[config.mk]
export PLATFORM = sky130hd
export DESIGN_NAME = div_iter
export DESIGN_NICKNAME = d
export VERILOG_FILES = /design/src/rtl/div_iter.sv
export SDC_FILE = /design/constraint.sdc
export NUM_CORES = 1
export LEC_CHECK = 0
export CAP_MARGIN = 20
export CORE_UTILIZATION = 30
export DETAILED_ROUTE_END_ITERATION = 8
export PLACE_DENSITY = 0.48
export SYNTH_ARGS = -nofsm -noshare
export SYNTH_HDL_FRONTEND = slang
export SYNTH_SLANG_ARGS = --single-unit
[constraint.sdc]
create_clock -name clk -period 10.5 [get_ports clk]
set_clock_uncertainty 0.2 [all_clocks]
set_input_delay 2.1 -clock clk [delete_from_list [all_inputs] [get_ports clk]]
set_output_delay 2.1 -clock clk [all_outputs]
set_load 0.01 [all_outputs]
[src/rtl/div_iter.sv]
// Iterative 32-bit radix-2 restoring divider for MIPS DIV/DIVU, one division in flight.
// Optional macro DIV_ZERO_FAST_EN: a zero divisor skips the 32 steps via a DIVZERO state.
module div_iter (
  input  logic        clk,
  input  logic        rst,
  input  logic        start_i,
  input  logic        signed_i,
  input  logic [31:0] opdata1_i,
  input  logic [31:0] opdata2_i,
  input  logic        annul_i,
  output logic [63:0] result_o,
  output logic        ready_o,
  output logic        div_stall_o,
  output logic [1:0]  debugState
);

  typedef enum logic [1:0] {
    IDLE    = 2'd0,
    BUSY    = 2'd1,
    DONE    = 2'd2
`ifdef DIV_ZERO_FAST_EN
    ,
    DIVZERO = 2'd3
`endif
  } stateT;

  stateT       state;
  stateT       stateNext;
  logic [4:0]  stepCnt;
  logic [63:0] work;
  logic [31:0] divisorMag;
  logic        isSigned;
  logic        dividendNeg;
  logic        divisorNeg;
`ifdef DIV_ZERO_FAST_EN
  logic [31:0] dividendRaw;
`endif

  logic        op1Neg;
  logic        op2Neg;
  logic [31:0] op1Mag;
  logic [31:0] op2Mag;
  logic [32:0] shiftedRem;
  logic [32:0] trial;
  logic [31:0] newRem;
  logic [31:0] newQuo;
  logic [31:0] quoFixed;
  logic [31:0] remFixed;

  // Handshake: start_i is a level held by E while div_stall_o is high; the
  // request is consumed when ready_o pulses (one cycle, result_o valid).
  // annul_i drops any request at the next edge and no ready_o is produced.
  assign div_stall_o = start_i & ~ready_o & ~annul_i;

  always_comb begin
    op1Neg = signed_i & opdata1_i[31];
    op2Neg = signed_i & opdata2_i[31];
    op1Mag = op1Neg ? (~opdata1_i + 32'd1) : opdata1_i;
    op2Mag = op2Neg ? (~opdata2_i + 32'd1) : opdata2_i;
  end

  // work holds {rem[31:0], quo}; the 33rd remainder bit only lives in the
  // trial subtraction since the restored remainder is always below the divisor.
  always_comb begin
    shiftedRem = work[63:31];
    trial      = shiftedRem - {1'b0, divisorMag};
    newRem     = trial[32] ? shiftedRem[31:0] : trial[31:0];
    newQuo     = {work[30:0], ~trial[32]};
    quoFixed   = (isSigned && (dividendNeg != divisorNeg)) ? (~newQuo + 32'd1) : newQuo;
    remFixed   = (isSigned && dividendNeg) ? (~newRem + 32'd1) : newRem;
  end

  always_ff @(posedge clk or posedge rst) begin
    if (rst) begin
      state <= IDLE;
    end else begin
      state <= stateNext;
    end
  end

  always_comb begin
    stateNext = state;
    if (annul_i) begin
      stateNext = IDLE;
    end else begin
      case (state)
        IDLE: begin
          if (start_i) begin
`ifdef DIV_ZERO_FAST_EN
            stateNext = (opdata2_i == 32'd0) ? DIVZERO : BUSY;
`else
            stateNext = BUSY;
`endif
          end
        end
        BUSY: begin
          if (stepCnt == 5'd31) begin
            stateNext = DONE;
          end
        end
        DONE: stateNext = IDLE;
`ifdef DIV_ZERO_FAST_EN
        DIVZERO: stateNext = DONE;
`endif
        default: stateNext = IDLE;
      endcase
    end
  end

  always_comb begin
    ready_o    = (state == DONE);
    debugState = state;
  end

  always_ff @(posedge clk or posedge rst) begin
    if (rst) begin
      stepCnt     <= 5'd0;
      work        <= 64'd0;
      divisorMag  <= 32'd0;
      isSigned    <= 1'b0;
      dividendNeg <= 1'b0;
      divisorNeg  <= 1'b0;
      result_o    <= 64'd0;
`ifdef DIV_ZERO_FAST_EN
      dividendRaw <= 32'd0;
`endif
    end else if (!annul_i) begin
      case (state)
        IDLE: begin
          if (start_i) begin
            isSigned    <= signed_i;
            dividendNeg <= op1Neg;
            divisorNeg  <= op2Neg;
            divisorMag  <= op2Mag;
            work        <= {32'd0, op1Mag};
            stepCnt     <= 5'd0;
`ifdef DIV_ZERO_FAST_EN
            dividendRaw <= opdata1_i;
`endif
          end
        end
        BUSY: begin
          work    <= {newRem, newQuo};
          stepCnt <= stepCnt + 5'd1;
          if (stepCnt == 5'd31) begin
            result_o <= {remFixed, quoFixed};
          end
        end
`ifdef DIV_ZERO_FAST_EN
        DIVZERO: result_o <= {dividendRaw, 32'hFFFFFFFF};
`endif
        default: ;
      endcase
    end
  end

endmodule

==> qor.yml <==
sta:
  grt_setup_unrepaired: "no"
  min_period_over_period_pct: 56.3
  setup_viol: 0
  relSlewSlack_pct: 39.8
  totalNegativeSetupSlack_ps: 0
  tightest_slew_ps: 903
  drv_slew: 0
  hold_viol: 0
  fmax_mhz: 169
  min_period_ps: 5910
  layout_setup_ws_ps: 4590
cts:
  cts_made_buffers: 17
  clk_pin_slew_ps: 70
  cts_root_buffer: "clkbuf_16"
  clk_latency_ps: 470
  cts_tree: "done"
  cts.repair.resized: 0
  htreeDepth: 4
  postCtsHoldBufs: 0
  ctsLongestPathBuffers: 2
  post-cts-setup-buffer-count: 0
  clock_sinks: 170
drt:
  drt_iter0_drc: 624
  vias: 10300
  post_drt_wl_per_cell_um: 17.9
  wirelength_um: 35800
  routed_via_density: 5.15
  drtAntennaViolNets: 0
  drc: 0
  dr.pass1.iters: 5
cells_and_area:
  area_delta_synth_final_pct: 20.6
  diodes: 0
  layout.nets: 1588
  stdcell_area_mm2: 0.0141
  n_fill_cell: 3917
  instances_no_fill: 2004
  drive_gt1_share_pct: 4.96
critical_path:
  criticalPathCategory: "reg2reg"
  worstPathArrival_ps: 6020
  cp_max_fo: 40
  critPathCaptureType: "flop"
  worstPathRequired_ps: 10610
  cp-start-kind: "flop"
power_and_ir_drop:
  combPwrFrac_pct: 52.1
  sw_frac_of_total_pct: 46.4
  internal_power_uw: 1770
  power-per-cell-area_mw_per_mm2: 234
  p_clk_share_pct: 20.7
  ir_worst_vdd_mv: 0.124
  p_total_uw: 3290
  power.switching_uw: 1530
  p_leak_uw: 0.00574
  seqPwrFrac_pct: 27.3
floorplan:
  start_util_pct: 30.7
  num_rows: 71
  die_w_um: 199
  design.core.area_mm2: 0.0379
  dieArea_mm2: 0.0397
  die_h_um: 199
  pin_count: 137
synth:
  synth_area_leaders: "dfrtp_1, o21ai_0, nand2_1, xnor2_1, xor2_1"
  synth_seq_cells: 170
  yosysMostFrequentCell: "o21ai_0"
  ys.warnings.count: 0
  synth.distinct_cells: 74
  mappedNetlistNets: 1497
  syn_inst: 1389
  synth_commonest_cells: "o21ai_0, nand2_1, dfrtp_1"
  synth_top_area_share_pct: 36.5
  avgSynthCellArea_um2: 8.39
  async_flop_share_pct: 100
  netlist_area_mm2: 0.0117
  yosysTopAreaCell: "dfrtp_1"
  synth_edf_count: 0
  seq_area_frac_synth_pct: 36.5
  synthFlopType: "dfrtp_1"
global_routing:
  track_usage_pct: 18.6
  grt_first_pass_wirelength_um: 57100
  antenna_found_initial: 0
  grt_max_degree: 95
  grt_pass1_vias: 10200
  grt_overflow_total: 0
outcome:
  outcome: "complete, no violations"
place:
  placed_area_mm2: 0.0135
  place_ws_ps: 4670
  place_hpwl_um: 26700
  placed_cells: 1972
  place.port_buffers: 136
  place.gp.congestion: 0.841
job:
  drv_cap: 0
min_path:
  hp-class: "reg2reg"
## layer usage
layer  global-route usage, %  vias to the layer above  share of wire [%]
met1                    25.5                     4980                 48
met2                    30.9                      166                 48
met3                    2.28                       29                2.6
met5                       0                        -                  0
li1                        -                     5147                  -
met4                    5.07                        0                1.6
## layout by cell type, fill, tap and decap left out, types with 6 or more instances in the layout
| cell type | count |
|---|---|
| a41oi_1 | 6 |
| nand3_1 | 15 |
| nand3b_1 | 9 |
| a21oi_1 | 86 |
| inv_1 | 50 |
| mux2i_1 | 26 |
| mux2_2 | 6 |
| xor2_1 | 67 |
| nand4_1 | 6 |
| xnor2_1 | 77 |
| clkdlybuf4s50_1 | 136 |
| o31ai_1 | 18 |
| a21o_1 | 12 |
| and2_1 | 12 |
| or4_1 | 10 |
| nand2_1 | 190 |
| a22oi_1 | 33 |
| a211oi_1 | 10 |
| nor3_1 | 39 |
| nand2b_1 | 8 |
| o21a_1 | 6 |
| inv_6 | 6 |
| ha_1 | 38 |
| or3_1 | 12 |
| o21ai_1 | 13 |
| o41ai_1 | 7 |
| o21ai_0 | 197 |
| and3_1 | 6 |
| nor4_1 | 21 |
| buf_4 | 9 |
| a31oi_1 | 12 |
| dfrtp_1 | 170 |
| nor2b_1 | 6 |
| clkbuf_16 | 17 |
| nor2_1 | 76 |
## worst max-delay path, cell delays in order (launching register included)
cell       delay, ps
dfrtp_1          440
inv_1             80
ha_1             160
inv_1             50
fa_1             460
a211oi_2         230
o21a_2           230
a2111oi_4         90
o31a_4           410
a311oi_4         400
nor2_4            80
inv_2            600
ha_1             330
and2_1           200
and3_1           330
nand3b_1         230
o41ai_1          690
o21ai_0          250
xnor2_1          190
o21ai_0           90
## cells by family after synthesis
group | synth area share [%]
adder cells (fa/ha/maj) | 4.25
AND/OR/NAND/NOR | 17.8
AO/OA/AOI/OAI | 23.5
buffers and inverters | 4.30
flip-flops | 36.5
XOR/XNOR | 10.8
multiplexers | 2.81
## cell type report
class                   count  area (um^2)  share of cell area (%)
clock buffers              18          429                    3.05
well taps                 511          639                    4.55
flip-flops and latches    170         4250                    30.3
repair buffers            145         1430                    10.2
clock inverters            14          178                    1.26
multi-input cells        1094         6930                    49.3
inverters                  52          200                    1.42
## stage by stage
stage / utilization (%) / hold slack, ps
after floorplan: - / 250
after global placement: 35.5 / 264
after detailed placement: 35.5 / 269
after CTS: 37.1 / 286
after global routing: 37.1 / 298
final: 37.1 / 277
## flip-flops by register name, indices dropped and copies added (netlist names)
| name | count |
|---|---|
| divisorMag | 32 |
| work | 64 |
| stepCnt | 5 |
| result_o | 64 |
| isSigned | 1 |
| debugState | 2 |
| divisorNeg | 1 |
| dividendNeg | 1 |
## path summary, 6_finish.rpt
check	from	end	slack, ps	cells after the start
worst max-delay path	work[31]	result_o[30]	4590	19
worst min-delay path	result_o[10]	result_o[10]	280	2
worst max register to register	work[31]	result_o[30]	4590	19
worst min register to register	result_o[10]	result_o[10]	280	2
max in group asynchronous	rst	result_o[11]	6960	3
min in group asynchronous	rst	result_o[27]	1830	2
## power by group through the flow
| stage | Sequential [uW] | Combinational, uW | Clock, uW |
|---|---|---|---|
| 6_report | 899 | 1710 | 680 |
| 3_3_place_gp | 909 | 1700 | 0 |
| 3_5_place_dp | 910 | 1710 | 0 |
| 5_1_grt | 914 | 1900 | 726 |
| 4_1_cts | 898 | 1720 | 700 |
| 2_1_floorplan | 854 | 1300 | 0 |
Power figures use the tool's default switching activity.
